--- config.mk ---
export PLATFORM = sky130hd
export DESIGN_NAME = prio_enc_rr_pipe
export DESIGN_NICKNAME = d
export VERILOG_FILES = /design/src/rtl/prio_enc_rr_pipe.sv
export SDC_FILE = /design/constraint.sdc
export NUM_CORES = 1
export LEC_CHECK = 0
export CORE_AREA = 8 8 45 47
export DETAILED_ROUTE_END_ITERATION = 12
export DIE_AREA = 0 0 53 55
export PLACE_DENSITY = 0.45
export SETUP_SLACK_MARGIN = 0.4
export SLEW_MARGIN = 20
export SYNTH_ARGS = -nofsm -noshare
export SYNTH_HDL_FRONTEND = slang
export SYNTH_SLANG_ARGS = --single-unit
--- constraint.sdc ---
create_clock -name clk -period 1.25 [get_ports clk]
set_clock_uncertainty 0.05 [all_clocks]
set_input_delay 0.1875 -clock clk [delete_from_list [all_inputs] [get_ports clk]]
set_output_delay 0.1875 -clock clk [all_outputs]
set_load 0.1 [all_outputs]
--- src/rtl/prio_enc_rr_pipe.sv ---
// prio_enc_rr_pipe
//   Registered 2^N-to-N priority encoder with valid/ready handshake on both
//   sides. MODE=0 selects the highest set request index (fixed priority);
//   MODE=1 rotates priority so the last winner drops to lowest priority.
//   One output register stage, full throughput when downstream is ready.
//
// Ports
//   clk        in   rising-edge clock
//   rst_n      in   asynchronous active-low reset
//   in_valid   in   request vector valid
//   in_ready   out  block can accept a vector this cycle
//   in         in   request vector, bit i = request from index i (2**N bits)
//   out_valid  out  registered result valid
//   out_ready  in   downstream accepts the result
//   out        out  encoded winning index (N bits)
//   out_none   out  accepted vector was all-zero (out forced to 0)
//   out_onehot out  registered one-hot of winner (only with PRIO_ENC_ONEHOT_EN)
//
// Configuration
//   PRIO_ENC_ONEHOT_EN : when defined, adds the out_onehot port.

module prio_enc_rr_pipe #(
  parameter int N    = 3,
  parameter int MODE = 0
) (
  input  logic              clk,
  input  logic              rst_n,
  input  logic              in_valid,
  output logic              in_ready,
  input  logic [2**N-1:0]   in,
  output logic              out_valid,
  input  logic              out_ready,
  output logic [N-1:0]      out,
  output logic              out_none
`ifdef PRIO_ENC_ONEHOT_EN
  ,
  output logic [2**N-1:0]   out_onehot
`endif
);

  localparam int W = 2**N;

  logic          valid_q, valid_d;
  logic [N-1:0]  idx_q,   idx_d;
  logic          none_q,  none_d;
  logic [N-1:0]  ptr_q,   ptr_d;
`ifdef PRIO_ENC_ONEHOT_EN
  logic [W-1:0]  oh_q,    oh_d;
`endif

  logic          accept;
  logic [N-1:0]  win;
  logic          found;
  logic [N-1:0]  scan_idx;

  assign in_ready = !valid_q || out_ready;
  assign accept   = in_valid && in_ready;

  // Winner selection. Round-robin scans ptr, ptr-1, ... downward with N-bit
  // wraparound; the first set bit encountered wins.
  always_comb begin
    win      = '0;
    found    = 1'b0;
    scan_idx = '0;
    if (MODE == 1) begin
      for (int unsigned k = 0; k < W; k++) begin
        scan_idx = ptr_q - N'(k);
        if (!found && in[scan_idx]) begin
          win   = scan_idx;
          found = 1'b1;
        end
      end
    end else begin
      // Ascending scan, later hits overwrite: highest set index wins.
      for (int unsigned i = 0; i < W; i++) begin
        if (in[i]) begin
          win   = N'(i);
          found = 1'b1;
        end
      end
    end
  end

  always_comb begin
    valid_d = valid_q;
    idx_d   = idx_q;
    none_d  = none_q;
    ptr_d   = ptr_q;
`ifdef PRIO_ENC_ONEHOT_EN
    oh_d    = oh_q;
`endif
    if (accept) begin
      valid_d = 1'b1;
      idx_d   = found ? win : '0;
      none_d  = !found;
`ifdef PRIO_ENC_ONEHOT_EN
      oh_d    = found ? (W'(1) << win) : '0;
`endif
      // Winner becomes lowest priority; win=0 wraps ptr to W-1.
      if (MODE == 1 && found) begin
        ptr_d = win - N'(1);
      end
    end else if (out_ready) begin
      valid_d = 1'b0;
    end
  end

  always_ff @(posedge clk or negedge rst_n) begin
    if (!rst_n) begin
      valid_q <= 1'b0;
      idx_q   <= '0;
      none_q  <= 1'b0;
      ptr_q   <= '1;
`ifdef PRIO_ENC_ONEHOT_EN
      oh_q    <= '0;
`endif
    end else begin
      valid_q <= valid_d;
      idx_q   <= idx_d;
      none_q  <= none_d;
      ptr_q   <= ptr_d;
`ifdef PRIO_ENC_ONEHOT_EN
      oh_q    <= oh_d;
`endif
    end
  end

  assign out_valid = valid_q;
  assign out       = idx_q;
  assign out_none  = none_q;
`ifdef PRIO_ENC_ONEHOT_EN
  assign out_onehot = oh_q;
`endif

endmodule

==> flow_summary.toml, run 1 <==
[power_and_ir_drop]
p_leak_nw = 0.257
power.share.sequential = 0.295
switching_share = 0.382
power.switching_w = 0.000271
power_density_nw_per_um2 = 1170
p_int_w = 0.000439
irDropWorstVdd_uv = 402
p_clk_frac = 0.260
combinationalPowerShare = 0.445

[floorplan]
die_area_um2 = 2920
core_um2 = 1380
die_h_um = 55
start_util = 0.172
io_pins = 18
die_w_um = 53
rows = 14

[drt]
remaining_drc_errors = 0
drt_iter0_markers = 2
via_per_inst = 4.24
wl_per_cell_um = 11.1
first_pass_iters = 2
vias = 284
antenna_left = 0
wirelength_um = 742

[grt]
gr-usage-all-layers = 0.0603
antenna_found_initial = 0
grt_overflow = 0
grt_pass1_vias = 304
grt_pass1_wl_mm = 1.21
grt_max_degree = 9

[timing]
rsz0062_at_grt = "true"
finalSetupViolCount = 0
tns_ns = 0
whs_ns = 0.128
period_share = 0.992
period_needed_ns = 1.24
hold_viol = 0
final.setup.worst_slack_ns = 0.0106
maxSlewViolCount = 0
slew_headroom = 0.821
fmax_mhz = 807
worst_slew_pin_slew_ns = 0.267

[placed_design]
portBuffers = 17
dp_cells = 61
dp_slack_ns = -0.115
detailed_place.area_um2 = 529
place_congestion = 0.683
dp_hpwl_um = 631

[logic_synthesis]
avgSynthCellArea_um2 = 8.80
synthesis.nets = 39
synthesis.area_um2 = 238
seq_area_frac_synth = 0.526
yosys_register_bits = 5
synthCells = 27
ys_warn_count = 0
yosys.cell_types.count = 12

[setup_path]
end_kind = "output pin"
criticalPathCategory = "reg -> out"
crit_fanout = 2
required_ns = 1.01
start_kind = "flop"
arrival_ns = 1.00

[outcome]
status = "complete, no violations"

[clocking]
cts_root_buffer = "clkbuf_4"
numCtsBuffers = 3
clk_pin_slew_ns = 0.04
htreeDepth = 1
clk_latency_ns = 0.24
clockBufferDepth = 2
hold_buffers = 0
cts_tree = "done"
cts.sinks = 5

[finish]
fin_nets = 64
fin_area_um2 = 606
syn_to_final_growth_pct = 155
most-common-layout-cells = "8 x clkdlybuf4s50_1, 6 x buf_12, 5 x dfrtp_4"
drive_gt1_frac = 0.510
antenna_cells = 0
n_fill_cell = 137
fin_cells = 67
layout_commonest_cell = "clkdlybuf4s50_1"

[job]
maxCapViolCount = 0

[hold_path]
min-delay-path-class = "in -> async"
## sequential cells by signal (all words and copies together), names as in the netlist
register and count:
out 3, out_none 1, out_valid 1
## logic make-up (layout without fill, tap and decap cells)
group	after synthesis	after routing	synth area share
compound gates	7	7	0.163
buf+inv	2	26	0.0316
flops	5	5	0.526
simple gates	13	13	0.279
## worst paths after layout
check                           cells after the start                    to  slack [ns]             startpoint
worst max-delay path                                2              in_ready        0.01  out_valid$_DFFE_PN0P_
worst min-delay path                                1    out[2]$_DFFE_PN0P_        0.13                  rst_n
worst max register to register                      6    out[2]$_DFFE_PN0P_        0.07  out_valid$_DFFE_PN0P_
worst min register to register                      2  out_none$_DFFE_PN0P_        0.51   out_none$_DFFE_PN0P_
max in group asynchronous                           1    out[1]$_DFFE_PN0P_        0.80                  rst_n
min in group clk                                    3    out[2]$_DFFE_PN0P_        0.33                  in[5]
## worst max-delay path: stages (launching register included)
cell and delay, ns:
dfrtp_4 0.50, nand2b_4 0.09, buf_12 0.17
## area by class of cell
class | instances | area [µm²] | area share
inverter | 2 | 7.51 | 0.0124
multi-input combinational | 20 | 155 | 0.256
timing repair buffer | 20 | 253 | 0.417
tap | 16 | 20.0 | 0.0331
sequential | 5 | 144 | 0.238
clock buffer | 4 | 26.3 | 0.0434
## per-layer routing
layer	vias up	global-route usage	part of all wire
met5	-	0	0
met4	0	0.0776	0.028
met3	2	0.0214	0.070
met2	16	0.0820	0.46
met1	125	0.0644	0.43
li1	141	-	-
## power by group through the flow
| stage | clock (W) | sequential [W] | combinational [W] |
|---|---|---|---|
| after floorplan | 0 | 0.000320 | 0.0000491 |
| after global placement | 0 | 0.000209 | 0.000298 |
| after detailed placement | 0 | 0.000210 | 0.000300 |
| after CTS | 0.000192 | 0.000207 | 0.000301 |
| after global routing | 0.000200 | 0.000212 | 0.000329 |
| final | 0.000184 | 0.000210 | 0.000315 |
## repair_timing
item                                    in CTS  in global routing
buffers inserted                             1                  1
endpoints found under the setup margin      11                 11
pin swaps                                    3                  4
resized for setup                            4                  8
hold endpoints to repair                     0                  0
## cell usage after synthesis
| cell type | instances | area (µm²) |
|---|---|---|
| o21ai_0 | 3 | 15.0 |
| dfrtp_1 | 5 | 125 |
| nand2b_1 | 2 | 12.5 |
| nor4_2 | 1 | 12.5 |
| inv_1 | 2 | 7.51 |
| nand2_1 | 5 | 18.8 |
| nand3_1 | 1 | 5.00 |
| o21ai_1 | 1 | 5.00 |
| o31a_1 | 1 | 8.76 |
| nor2_1 | 2 | 7.51 |
| nor3_1 | 2 | 10.0 |
| a21oi_1 | 2 | 10.0 |
## stage by stage
stage | total power (W) | utilization
after detailed placement | 0.000510 | 0.382
after CTS | 0.000700 | 0.406
after global routing | 0.000741 | 0.438
final | 0.000709 | 0.438
after floorplan | 0.000369 | -
after global placement | 0.000508 | 0.382
Note: power is estimated with default switching activity, not from simulation.
==> run 2, diff against run 1 <==
--- a/config.mk
+++ b/config.mk
@@ -6,6 +6,7 @@
 export NUM_CORES = 1
 export LEC_CHECK = 0
 export CORE_AREA = 8 8 45 47
+export CTS_CLUSTER_SIZE = 14
 export DETAILED_ROUTE_END_ITERATION = 12
 export DIE_AREA = 0 0 53 55
 export PLACE_DENSITY = 0.45
==> results of run 2 <==
Same layout as run 1: the final DEF is identical, and so are final timing and power.
